==> config.mk <==
export PLATFORM = sky130hd
export DESIGN_NAME = fll_trunc_ctrl_flat
export DESIGN_NICKNAME = d
export VERILOG_FILES = /design/src/rtl/fll_trunc_ctrl_if.sv /design/src/rtl/fll_trunc_ctrl.sv /design/src/flat_wrapper.sv
export SDC_FILE = /design/constraint.sdc
export NUM_CORES = 1
export LEC_CHECK = 0
export BUFFER_PORTS_ARGS = -buffer_cell sky130_fd_sc_hd__buf_2
export CORE_MARGIN = 5
export CORE_UTILIZATION = 45
export CTS_CLUSTER_SIZE = 16
export DETAILED_ROUTE_END_ITERATION = 10
export PLACE_DENSITY = 0.67
export SKIP_CTS_REPAIR_TIMING = 1
export SLEW_MARGIN = 20
export SYNTH_ARGS = -nofsm -noshare
export SYNTH_HDL_FRONTEND = slang
export SYNTH_SLANG_ARGS = --single-unit
==> constraint.sdc <==
create_clock -name clk -period 5.78 [get_ports clk]
set_clock_uncertainty 0.1 [all_clocks]
set_input_delay 0.578 -clock clk [delete_from_list [all_inputs] [get_ports clk]]
set_output_delay 0.578 -clock clk [all_outputs]
set_load 0.005 [all_outputs]
==> src/rtl/fll_trunc_ctrl_if.sv <==
// Sample/control bus for fll_trunc_ctrl.
// master: source of FLL samples and window restart; sink of truncated samples and index.
// slave : the truncation controller.
//   in_valid     - in carries a valid discriminator sample
//   in[18:0]     - two's-complement FLL sample
//   clear        - synchronous window restart (index retained)
//   index[4:0]   - current truncation index (14..17)
//   index_update - one-cycle pulse at each window close
//   out[14:0]    - truncated sample {in[18], in[index:index-13]}
//   out_valid    - out holds a new truncated sample
interface fll_trunc_ctrl_if;
  logic        in_valid;
  logic [18:0] in;
  logic        clear;
  logic [4:0]  index;
  logic        index_update;
  logic [14:0] out;
  logic        out_valid;

  modport master (
    output in_valid, in, clear,
    input  index, index_update, out, out_valid
  );

  modport slave (
    input  in_valid, in, clear,
    output index, index_update, out, out_valid
  );
endinterface

==> src/rtl/fll_trunc_ctrl.sv <==
// Adaptive truncation of a 19-bit FLL discriminator sample to 15 bits.
// The peak magnitude over each WINDOW_LEN-sample window selects the MSB
// position (index 14..17) kept for the following samples; the index rises
// immediately on demand and steps down by one only after HOLD_WINDOWS
// consecutive low-demand windows.
// Ports:
//   clk     - clock, all state updates on rising edge
//   reset_n - synchronous active-low reset
//   bus     - fll_trunc_ctrl_if.slave (sample in, truncated sample/index out)
module fll_trunc_ctrl #(
  parameter int unsigned WINDOW_LEN   = 16,
  parameter int unsigned HOLD_WINDOWS = 2
) (
  input  logic              clk,
  input  logic              reset_n,
  fll_trunc_ctrl_if.slave   bus
);

  localparam int unsigned CNT_W  = (WINDOW_LEN > 2) ? $clog2(WINDOW_LEN) : 1;
  localparam int unsigned HOLD_W = $clog2(HOLD_WINDOWS + 1);
  localparam int unsigned IN_W   = 19;
  localparam int unsigned OUT_W  = 15;
  localparam int unsigned IDX_W  = 5;

  localparam logic [IDX_W-1:0] IDX_MIN = IDX_W'(14);

  typedef enum logic {
    ST_FILL = 1'b0,
    ST_RUN  = 1'b1
  } state_t;

  state_t             r_state, w_state_nxt;
  logic [CNT_W-1:0]   r_cnt, w_cnt_nxt;
  logic [IN_W-1:0]    r_peak, w_peak_nxt;
  logic [HOLD_W-1:0]  r_hold, w_hold_nxt;
  logic [IDX_W-1:0]   r_index, w_index_nxt;
  logic               r_index_update, w_index_update_nxt;
  logic [OUT_W-1:0]   r_out, w_out_nxt;
  logic               r_out_valid;

  logic [IN_W-1:0]    w_mag;
  logic [IN_W-1:0]    w_peak_new;
  logic [IDX_W-1:0]   w_req;
  logic [13:0]        w_field;
  logic               w_close;
  logic [HOLD_W-1:0]  w_hold_inc;

  // Saturating magnitude: the most negative code maps to the largest positive.
  always_comb begin
    if (bus.in == 19'h40000)
      w_mag = 19'h3FFFF;
    else if (bus.in[18])
      w_mag = ~bus.in + 19'd1;
    else
      w_mag = bus.in;
  end

  assign w_peak_new = (w_mag > r_peak) ? w_mag : r_peak;

  // Required index from the peak including the current (closing) sample.
  always_comb begin
    if (w_peak_new[18:17] != 2'b00)
      w_req = IDX_W'(17);
    else if (w_peak_new[16])
      w_req = IDX_W'(16);
    else if (w_peak_new[15])
      w_req = IDX_W'(15);
    else
      w_req = IDX_W'(14);
  end

  // Keep 14 magnitude bits below the selected MSB position, with the sign on top.
  always_comb begin
    case (r_index)
      5'd15:   w_field = bus.in[15:2];
      5'd16:   w_field = bus.in[16:3];
      5'd17:   w_field = bus.in[17:4];
      default: w_field = bus.in[14:1];
    endcase
  end

  assign w_close    = (r_cnt == CNT_W'(WINDOW_LEN - 1));
  assign w_hold_inc = r_hold + HOLD_W'(1);

  // Next-state and window/index decision logic.
  always_comb begin
    w_state_nxt        = r_state;
    w_cnt_nxt          = r_cnt;
    w_peak_nxt         = r_peak;
    w_hold_nxt         = r_hold;
    w_index_nxt        = r_index;
    w_index_update_nxt = 1'b0;
    w_out_nxt          = r_out;

    // Truncation uses the index held this cycle, regardless of clear.
    if (bus.in_valid)
      w_out_nxt = {bus.in[18], w_field};

    if (bus.clear) begin
      // Clear wins over window accounting and suppresses any close.
      w_cnt_nxt   = '0;
      w_peak_nxt  = '0;
      w_hold_nxt  = '0;
      w_state_nxt = ST_FILL;
    end else if (bus.in_valid) begin
      if (w_close) begin
        w_cnt_nxt          = '0;
        w_peak_nxt         = '0;
        w_index_update_nxt = 1'b1;
        case (r_state)
          ST_FILL: w_state_nxt = ST_RUN;
          default: w_state_nxt = ST_RUN;
        endcase
        if (w_req > r_index) begin
          w_index_nxt = w_req;
          w_hold_nxt  = '0;
        end else if (w_req < r_index) begin
          if (w_hold_inc >= HOLD_W'(HOLD_WINDOWS)) begin
            w_index_nxt = (r_index > IDX_MIN) ? (r_index - IDX_W'(1)) : IDX_MIN;
            w_hold_nxt  = '0;
          end else begin
            w_hold_nxt  = w_hold_inc;
          end
        end else begin
          w_hold_nxt = '0;
        end
      end else begin
        w_cnt_nxt  = r_cnt + CNT_W'(1);
        w_peak_nxt = w_peak_new;
      end
    end
  end

  // State and output registers.
  always_ff @(posedge clk) begin
    if (!reset_n) begin
      r_state        <= ST_FILL;
      r_cnt          <= '0;
      r_peak         <= '0;
      r_hold         <= '0;
      r_index        <= IDX_MIN;
      r_index_update <= 1'b0;
      r_out          <= '0;
      r_out_valid    <= 1'b0;
    end else begin
      r_state        <= w_state_nxt;
      r_cnt          <= w_cnt_nxt;
      r_peak         <= w_peak_nxt;
      r_hold         <= w_hold_nxt;
      r_index        <= w_index_nxt;
      r_index_update <= w_index_update_nxt;
      r_out          <= w_out_nxt;
      r_out_valid    <= bus.in_valid;
    end
  end

  assign bus.index        = r_index;
  assign bus.index_update = r_index_update;
  assign bus.out          = r_out;
  assign bus.out_valid    = r_out_valid;

endmodule

==> src/flat_wrapper.sv <==
// flat-port wrapper written by rule: the top's interface ports become plain ports
module fll_trunc_ctrl_flat 
#(
  parameter int unsigned WINDOW_LEN   = 16,
  parameter int unsigned HOLD_WINDOWS = 2
)
  (clk, reset_n, bus_in_valid, bus_in, bus_clear, bus_index, bus_index_update, bus_out, bus_out_valid);
  fll_trunc_ctrl_if bus_i ();
  input  logic clk;
  input  logic reset_n;
  input wire logic [$bits(bus_i.in_valid)-1:0] bus_in_valid;
  input wire logic [$bits(bus_i.in)-1:0] bus_in;
  input wire logic [$bits(bus_i.clear)-1:0] bus_clear;
  output wire logic [$bits(bus_i.index)-1:0] bus_index;
  output wire logic [$bits(bus_i.index_update)-1:0] bus_index_update;
  output wire logic [$bits(bus_i.out)-1:0] bus_out;
  output wire logic [$bits(bus_i.out_valid)-1:0] bus_out_valid;
  assign bus_i.in_valid = bus_in_valid;
  assign bus_i.in = bus_in;
  assign bus_i.clear = bus_clear;
  assign bus_index = bus_i.index;
  assign bus_index_update = bus_i.index_update;
  assign bus_out = bus_i.out;
  assign bus_out_valid = bus_i.out_valid;
  fll_trunc_ctrl #(.WINDOW_LEN(WINDOW_LEN), .HOLD_WINDOWS(HOLD_WINDOWS)) u_core (.clk(clk), .reset_n(reset_n), .bus(bus_i));
endmodule
## Word-level counts from Yosys, hierarchy flattened

Index checks and enable logic that the tools add are counted.

| storage, ports and cells | value |
|---|---|
| register bits after elaboration | 47 |
| input bits | 23 |
| output and inout bits | 22 |

| cells by class | value |
|---|---|
| add/subtract/negate cells | 4 |
| magnitude comparators | 5 |
| equal/unequal tests | 5 |
| mux-type cells | 17 |
| bitwise operators | 4 |
| reduce and logical (&&, ||, !) cells | 9 |

Operators by type and width:

| kind | count |
|---|---|
| 19-bit two-way mux | 4 |
| 14-bit case mux with 3 select lines | 1 |
| 5-bit two-way mux | 6 |
| 19-bit by 1-bit adder with 19-bit output (second input constant) | 1 |
| 19-bit == test (second input constant) | 1 |
| 19-bit > comparator | 1 |
| 19-bit NOT | 1 |
| 5-bit == test (second input constant) | 2 |
| 2-bit nonzero test | 4 |
| 2-bit two-way mux | 3 |
| 5-bit by 4-bit == test with 1-bit output (second input constant) | 1 |
| 5-bit by 4-bit > comparator with 1-bit output (second input constant) | 1 |
| 5-bit > comparator | 1 |
| 5-bit < comparator | 1 |
| 5-bit AND reduction | 1 |
| 5-bit by 1-bit subtractor with 5-bit output (second input constant) | 1 |
| 4-bit by 1-bit adder with 4-bit output (second input constant) | 1 |
| 4-bit == test (second input constant) | 1 |
| 4-bit two-way mux | 1 |
| 2-bit AND reduction | 2 |
| 1-bit NOT | 3 |
| 3-bit OR reduction | 1 |
| 2-bit by 1-bit adder with 2-bit output (second input constant) | 1 |
| 2-bit >= comparator (second input constant) | 1 |
| 2 further kinds | 3 |

## Logic depth before layout (Yosys ltp)

Gate-level depths: netlist of run 1.

| depth | value |
|---|---|
| depth after elaboration | 12 |
| depth in mapped cells | 25 |
| gate-level depth less buffers | 23 |

## Worst setup path after synthesis of run 1

No wires, ideal clock.

| path | value |
|---|---|
| path type | input port to flip-flop |
| start point | in bus_in[11] |
| end point | reg u_core.r_index[3], in the netlist u_core.bus.index[3] |
| setup time | 0.087 ns |
| arrival time | 5.475 ns |
| required time | 5.593 ns |
| setup slack | 0.118 ns |
| stages | 21 |
| cell sequence | buf_2 > or4_4 > or3_1 > o31a_1 > o21a_1 > ha_1 > and4_1 > nand2_1 > or4_1 > clkbuf_1 > and4b_1 > a21o_1 > and2_1 > ha_1 > and3_1 > o21ai_0 > a32oi_1 > o2bb2a_1 > clkbuf_1 > a22o_1 > o31ai_1 |

| between the ends | value |
|---|---|
| longest elaborated chain between the ends | 12 |
| elaborated cells between the ends (all ways) | 17 |

RTL lines:

| item | line | text |
|---|---|---|
| from (decl) | flat_wrapper.sv:12 | `input wire logic [$bits(bus_i.in)-1:0] bus_in;` |
| 19-bit NOT | fll_trunc_ctrl.sv:53 | `w_mag = ~bus.in + 19'd1;` |
| 19-bit by 1-bit adder with 19-bit output | fll_trunc_ctrl.sv:53 |  |
| 19-bit two-way mux | fll_trunc_ctrl.sv:52 | `else if (bus.in[18])` |
| 19-bit two-way mux (*) | fll_trunc_ctrl.sv:50 | `if (bus.in == 19'h40000)` |
| 19-bit > comparator | fll_trunc_ctrl.sv:58 | `assign w_peak_new = (w_mag > r_peak) ? w_mag : r_peak;` |
| 19-bit two-way mux (*) | fll_trunc_ctrl.sv:58 |  |
| 1-bit two-way mux | fll_trunc_ctrl.sv:66 | `else if (w_peak_new[15])` |
| 5-bit two-way mux | fll_trunc_ctrl.sv:64 | `else if (w_peak_new[16])` |
| 5-bit two-way mux (*) | fll_trunc_ctrl.sv:62 | `if (w_peak_new[18:17] != 2'b00)` |
| 5-bit < comparator or 5-bit > comparator (tied branches) | fll_trunc_ctrl.sv:117, fll_trunc_ctrl.sv:114 |  |
| 2-bit nonzero test (no source line) | -- |  |
| 5-bit AND reduction (no source line) | -- |  |
| to (signal assigned) | fll_trunc_ctrl.sv:150 | `r_index <= w_index_nxt;` |
| to (decl) | fll_trunc_ctrl.sv:36 | `logic [IDX_W-1:0] r_index, w_index_nxt;` |

Every way passes the cells marked *; elsewhere a longest branch is shown, timed or not. The select of a mux whose other input is x is not followed.
A chain may end at the register's enable or synchronous reset.

## Worst setup path in the final report of run 1

| path | value |
|---|---|
| start point | in bus_in[13] |
| end point | reg u_core.r_index[3], in the netlist u_core.bus.index[3] |

The elaborated chain is that of the path after synthesis.

==> results of run 1 <==
## sequential cells by signal (all words and copies together) (netlist names)
name / cells
u_core.bus.out_valid: 1
u_core.bus.out: 15
u_core.bus.index_update: 1
u_core.bus.index: 5
u_core.r_peak: 19
u_core.r_cnt: 4
u_core.r_hold: 2
## layout make-up
class	count	area (µm²)
fillers	714	3420
multi-input cells	320	2110
repair buffers	60	340
clock buffers	6	82.6
well taps	99	124
clock inverters	2	35.0
flip-flops and latches	47	941
inverters	32	120
## stage by stage
stage,setup TNS (ns),cell area (µm²),hold WS [ns]
6_report,0,3750,0.355
5_1_grt,0,3750,0.387
4_1_cts,0,3740,0.361
3_5_place_dp,-0.0153,3620,0.346
3_3_place_gp,0,3620,0.345
2_1_floorplan,0,3290,0.328
## layer usage
metal	track usage, %	share of wire [%]	up-vias
li1	-	-	1619
met1	26.5	47	1525
met2	33.5	45	95
met3	2.84	4.6	21
met4	7.82	2.9	0
met5	0	0	-
## cells by family after synthesis
kind of cell               count (synthesis)
AOI/OAI and AO/OA                        129
adders and majority gates                 31
xor gates and xnor gates                  12
other                                      1
and+or+nand+nor                          143
DFF                                       47
muxes                                      4
buffers and inverters                     65
## how the worst min path moves through the flow
stage,from,endpoint,slack (ns),cells past startpoint
after CTS,u_core.r_hold[1]$_SDFFE_PP0P_,u_core.r_hold[1]$_SDFFE_PP0P_,0.36,2
after global placement,u_core.r_hold[1]$_SDFFE_PP0P_,u_core.r_hold[1]$_SDFFE_PP0P_,0.35,2
after floorplan,u_core.r_hold[1]$_SDFFE_PP0P_,u_core.r_hold[1]$_SDFFE_PP0P_,0.33,2
after detailed placement,u_core.r_hold[1]$_SDFFE_PP0P_,u_core.r_hold[1]$_SDFFE_PP0P_,0.35,2
final,u_core.r_hold[1]$_SDFFE_PP0P_,u_core.r_hold[1]$_SDFFE_PP0P_,0.36,2
after global routing,u_core.r_hold[1]$_SDFFE_PP0P_,u_core.r_hold[1]$_SDFFE_PP0P_,0.39,2
## critical path: stages
cell and delay, ns:
buf_2 0.10, or4_4 0.56, or3_1 0.35, o31a_1 0.29, o21a_1 0.21, ha_1 0.32, and4_1 0.22, nand2_1 0.07
or4_1 0.50, and4b_1 0.26, a21o_1 0.18, and2_1 0.19, ha_1 0.29, a21o_1 0.16, a21oi_1 0.21, a32oi_1 0.11
o2bb2a_2 0.36, o21ai_0 0.11, a22o_1 0.20, o31ai_1 0.21
## cells in the mapped netlist, types with 5 or more instances
library cell  number
o21ai_0           30
dfxtp_1           47
ha_1              31
a21oi_1           15
and3_1             6
inv_1             32
nand3_1            7
nor3_1             6
xor2_1            11
a22oi_1           32
nand2_1           61
o31ai_1            5
clkbuf_1          30
nor2_1            37
a41oi_1           14
## power groups by stage
stage / combinational, W / clock (W) / sequential (W)
after floorplan: 0.000109 / 0 / 0.000350
after global placement: 0.000162 / 0 / 0.000350
after detailed placement: 0.000166 / 0 / 0.000350
after CTS: 0.000167 / 0.000268 / 0.000343
after global routing: 0.000192 / 0.000276 / 0.000345
final: 0.000169 / 0.000259 / 0.000343
==> flow_metrics.env, run 1 <==
export IMPL_status="finished, final reports clean"
export IMPL_synth_simple_area_share_pct=20.1
export IMPL_place_port_buffers=44
export IMPL_synth_cell_types=53
export IMPL_synth_compound_area_share_pct=27.3
export IMPL_final_common_cell="nand2_1"
export IMPL_yosys_mux_area_fraction_pct=1.22
export IMPL_power_density_nw_per_um2=205
export IMPL_tritoncts="done"
export IMPL_post_place_ws_ns=-0.0153
export IMPL_synthDominantCellAreaShare_pct=28.6
export IMPL_cts_root_buf="clkbuf_8"
export IMPL_finalCriticalPeriod_ns=5.36
export IMPL_rsz0062_at_grt="no"
export IMPL_path_class="input port to flip-flop"
export IMPL_dieArea_um2=9120
export IMPL_reg2regPathDepth=18
export IMPL_layout_common_cells="nand2_1 (61), dfxtp_1 (47), buf_2 (44)"
export IMPL_gr_total_overflow=0
export IMPL_fin_ws_ns=0.417
export IMPL_worst_slew_pin_slew_ns=0.994
export IMPL_switching_power_w=0.000225
export IMPL_crit_path_start_kind="input port"
export IMPL_cts_inserted_buffers=5
export IMPL_async_flop_share_pct=0
export IMPL_holdCritPathClass="flip-flop to flip-flop"
export IMPL_comb_power_share_pct=21.9
export IMPL_place_congestion=0.845
export IMPL_io_pins=45
export IMPL_p_clk_share_pct=33.6
export IMPL_p_seq_share_pct=44.5
export IMPL_avgSynthCellArea_um2=7.62
export IMPL_first_pass_iters=4
export IMPL_synth_adder_area_share_pct=11.8
export IMPL_final_hold_viol_count=0
export IMPL_ctsLongestPathBuffers=2
export IMPL_clk_pin_slew_ns=0.09
export IMPL_fin_crit_sh_pct=92.8
export IMPL_yosys_area_share_xor_xnor_pct=3.19
export IMPL_peakVddDrop_v=0.000107
export IMPL_p_int_w=0.000545
export IMPL_clkSinkCount=47
export IMPL_synth_seq_cells=47
export IMPL_die_h_um=95.5
export IMPL_htree_levels=2
export IMPL_synth_area_leader_cell="dfxtp_1"
export IMPL_max_cap_violations=0
export IMPL_synth_seq_area_share_pct=28.6
export IMPL_grt_pass1_wl_um=14900
export IMPL_detail_route_vias_per_cell=5.76
export IMPL_synth_top_family_by_area="compound AO/OA/AOI/OAI gates"
export IMPL_antenna_cells=0
export IMPL_swShare_pct=29.2
export IMPL_area_delta_synth_final_pct=14.0
export IMPL_cp_arrival_ns=5.49
export IMPL_synth_ff_type="dfxtp_1"
export IMPL_core_um2=7180
export IMPL_antenna_found_initial=0
export IMPL_dp_cells=558
export IMPL_fp_row_count=31
export IMPL_max_freq_mhz=186
export IMPL_wl_per_cell_um=15.4
export IMPL_track_usage_pct=20.2
export IMPL_relSlewSlack_pct=33.7
export IMPL_startpoint="bus_in[13]"
export IMPL_drtAntennaViolNets=0
export IMPL_final_util_pct=52.3
export IMPL_critPathRequiredTime_ns=5.91
export IMPL_setup_viol=0
export IMPL_crit_fanout=9
export IMPL_vias=3260
export IMPL_synth_edff_count=0
export IMPL_grt_max_degree=39
export IMPL_syn_nets=486
export IMPL_grt_pass1_vias=3267
export IMPL_slew_viol_final=0
export IMPL_drive_gt1_share_pct=16.1
export IMPL_die_w_um=95.5
export IMPL_initial_core_util_pct=45.9
export IMPL_instances_no_fill=566
export IMPL_synth_area_um2=3290
export IMPL_cp_end_kind="flip-flop"
export IMPL_insertion_delay_ns=0.31
export IMPL_synth_area_top_cells="dfxtp_1 (29%), ha_1 (12%), a22oi_1 (7.3%)"
export IMPL_wl_um=8720
export IMPL_reg2reg_from="u_core.r_peak[6]$_SDFFE_PP0P_"
export IMPL_endpoint="u_core.bus.index[3]$_SDFFE_PN1P_"
export IMPL_yosysWarnings=0
export IMPL_r2r_end="u_core.bus.index[3]$_SDFFE_PN1P_"
export IMPL_p_total_w=0.000770
export IMPL_leakage_nw=1.58
export IMPL_drcViolationCount=0
export IMPL_syn_inst=432
export IMPL_ff2ff_setup_slack_ns=1.56
export IMPL_dp_hpwl_um=6500
export IMPL_nets=520
export IMPL_drt_iter0_drc=184
Power figures use the tool's default switching activity.
==> run 2, diff against run 1 <==
Settings changed: ABC_AREA set to 1, PLACE_DENSITY 0.67 to unset.
Clock period 5.78 ns to 5 ns, I/O delays scaled along.
==> run 2 against run 1 <==
Synthesized cell count rose by 27%; sequential power is 16% higher; sequential share of layout area is 1.6 points lower; via count is 7.4% higher; critical path type unchanged; largest cell class unchanged; highest routed layer unchanged.
==> flow_metrics.env, run 2 <==
export IMPL_path_delay_family="simple AND/OR/NAND/NOR gates"
export IMPL_wl_per_cell_um=13.6
export IMPL_yosys_cell_count_top_type="nand2_1"
export IMPL_swShare_pct=33.4
export IMPL_detail_route_vias_per_cell=5.10
export IMPL_synthDominantCellAreaShare_pct=25.8
export IMPL_synth_area_um2=3640
export IMPL_yosysWarnings=0
export IMPL_ctsLongestPathBuffers=2
export IMPL_synth_ff_type="dfxtp_1"
export IMPL_max_cap_violations=0
export IMPL_setup_viol=0
export IMPL_drive_gt1_share_pct=18.3
export IMPL_synth_cell_types=40
export IMPL_dp_cells=678
export IMPL_antenna_cells=0
export IMPL_nFillCells=823
export IMPL_initial_core_util_pct=46.6
export IMPL_cp_arrival_ns=4.68
export IMPL_status="finished, final reports clean"
export IMPL_avgSynthCellArea_um2=6.66
export IMPL_track_usage_pct=19.9
export IMPL_synth_area_top_cells="dfxtp_1 (26%), nand2_1 (14%), ha_1 (11%)"
export IMPL_first_pass_iters=5
export IMPL_power_density_nw_per_um2=212
export IMPL_netlist_top_cells_count="nand2_1 (140), inv_1 (89), dfxtp_1 (47), nor2_1 (32), ha_1 (31)"
export IMPL_cp_end_kind="flip-flop"
export IMPL_relSlewSlack_pct=39.3
export IMPL_place_congestion=0.904
export IMPL_place_port_buffers=44
export IMPL_vias=3501
export IMPL_wl_um=9350
export IMPL_drtAntennaViolNets=0
export IMPL_p_seq_share_pct=46.8
export IMPL_leakage_nw=1.95
export IMPL_clkSinkCount=47
export IMPL_synth_seq_cells=47
export IMPL_synth_seq_area_share_pct=25.8
export IMPL_finalCriticalPeriod_ns=4.53
export IMPL_path_class="input port to flip-flop"
export IMPL_drt_iter0_drc=179
export IMPL_dieArea_um2=9990
export IMPL_largest_register="u_core.r_peak"
export IMPL_crit_top_cell="nand2_1"
export IMPL_critPathRequiredTime_ns=5.15
export IMPL_switching_power_w=0.000284
export IMPL_layout_common_cells="nand2_1 (140), inv_1 (89), dfxtp_1 (47)"
export IMPL_critical_path_max_stage_delay_ns=0.32
export IMPL_nets=637
export IMPL_crit_fanout=7
export IMPL_largest_reg_flops=19
export IMPL_die_w_um=100
export IMPL_crit_path_start_kind="input port"
export IMPL_grt_pass1_vias=3582
export IMPL_synth_area_leader_cell="dfxtp_1"
export IMPL_clk_pin_slew_ns=0.09
export IMPL_tritoncts="done"
export IMPL_cts_root_buf="clkbuf_8"
export IMPL_comb_power_share_pct=25.9
export IMPL_cts_inserted_buffers=5
export IMPL_worst_slew_pin_slew_ns=0.909
export IMPL_die_h_um=100
export IMPL_async_flop_share_pct=0
export IMPL_instances_no_fill=686
export IMPL_slowest_stage="ha_1"
export IMPL_p_clk_share_pct=27.4
export IMPL_core_um2=7810
export IMPL_drcViolationCount=0
export IMPL_final_common_cell="nand2_1"
export IMPL_final_util_pct=51.4
export IMPL_dp_hpwl_um=7300
export IMPL_grt_pass1_wl_um=16500
export IMPL_area_delta_synth_final_pct=10.1
export IMPL_insertion_delay_ns=0.30
export IMPL_final_hold_viol_count=0
export IMPL_tns_ns=0
export IMPL_antenna_found_initial=0
export IMPL_crit_buf_inv=3
export IMPL_grt_max_degree=39
export IMPL_max_freq_mhz=221
export IMPL_fin_crit_sh_pct=90.6
export IMPL_syn_inst=547
export IMPL_slew_viol_final=0
export IMPL_peakVddDrop_v=0.000104
export IMPL_holdCritPathClass="input port to flip-flop"
export IMPL_p_total_w=0.000849
export IMPL_rsz0062_at_grt="no"
export IMPL_gr_total_overflow=0
export IMPL_fp_row_count=32
export IMPL_io_pins=45
export IMPL_htree_levels=2
export IMPL_syn_nets=601
export IMPL_p_int_w=0.000565
export IMPL_synth_edff_count=0
[run 2: power by group through the flow]
stage | registers (W) | clock network [W] | logic (W)
2_1_floorplan | 0.000405 | 0 | 0.000156
5_1_grt | 0.000399 | 0.000258 | 0.000254
6_report | 0.000397 | 0.000232 | 0.000220
3_3_place_gp | 0.000406 | 0 | 0.000216
4_1_cts | 0.000397 | 0.000240 | 0.000221
3_5_place_dp | 0.000406 | 0 | 0.000219
[run 2: cell families (layout without fill, tap and decap cells)]
group           after synthesis  count (layout)  share of synthesized area [%]
other cells                   1               1                          0.103
simple gates                246             246                           31.3
xor+xnor                      8               8                           1.92
fa+ha+maj                    31              31                           10.7
flops                        47              47                           25.8
compound gates               99              99                           17.8
buf+inv                     115             152                           12.4
[run 2: layout make-up]
type | count | area, µm² | share of cell area [%]
clock inverter | 1 | 5.00 | 0.125
sequential | 47 | 941 | 23.5
multi-input combinational | 385 | 2260 | 56.3
timing repair buffer | 46 | 235 | 5.87
inverter | 98 | 368 | 9.17
clock buffer | 7 | 76.3 | 1.90
tap | 102 | 128 | 3.18
[run 2: worst paths after layout]
check / startpoint / depth (start not counted) / endpoint / slack (ns)
setup / recovery: bus_in[0] / 30 / u_core.bus.index[0]$_SDFFE_PN0P_ / 0.47
hold / removal: bus_clear / 2 / u_core.bus.index_update$_SDFF_PP0_ / 0.28
setup reg to reg: u_core.r_peak[17]$_SDFFE_PP0P_ / 23 / u_core.bus.index[0]$_SDFFE_PN0P_ / 1.44
hold reg to reg: u_core.r_hold[1]$_SDFFE_PP0P_ / 2 / u_core.r_hold[1]$_SDFFE_PP0P_ / 0.35
[run 2: stage by stage]
| stage | hold slack (ns) | worst slack, ns | cell area (µm²) |
|---|---|---|---|
| 5_1_grt | 0.274 | 0.0781 | 4010 |
| 6_report | 0.284 | 0.468 | 4010 |
| 2_1_floorplan | 0.320 | 0.866 | 3640 |
| 3_3_place_gp | 0.336 | 0.405 | 3920 |
| 4_1_cts | 0.271 | 0.449 | 4000 |
| 3_5_place_dp | 0.341 | 0.162 | 3920 |
[run 2: metal layers]
metal	routed length, µm	share of wire (%)	GRT usage [%]
met5	0	0	0
met4	84	0.90	4.10
met3	471	5.0	3.61
met2	3970	42	30.4
met1	4830	52	29.1
[run 2: worst register-to-register path: stages, from the launching register on]
cell	delay, ns
dfxtp_1	0.36
inv_1	0.07
ha_1	0.27
nand2_1	0.06
nor2_2	0.10
nand2_1	0.07
nor2_1	0.14
nand3_1	0.10
nand3_2	0.15
nand2_4	0.10
nand2_1	0.11
nand2_2	0.08
nand3_2	0.10
inv_1	0.08
ha_1	0.28
nand2_1	0.07
or2_2	0.30
nand3_1	0.12
nand2_1	0.16
o21ai_0	0.11
nand2_1	0.17
inv_1	0.17
o21ai_0	0.12
a21oi_2	0.12
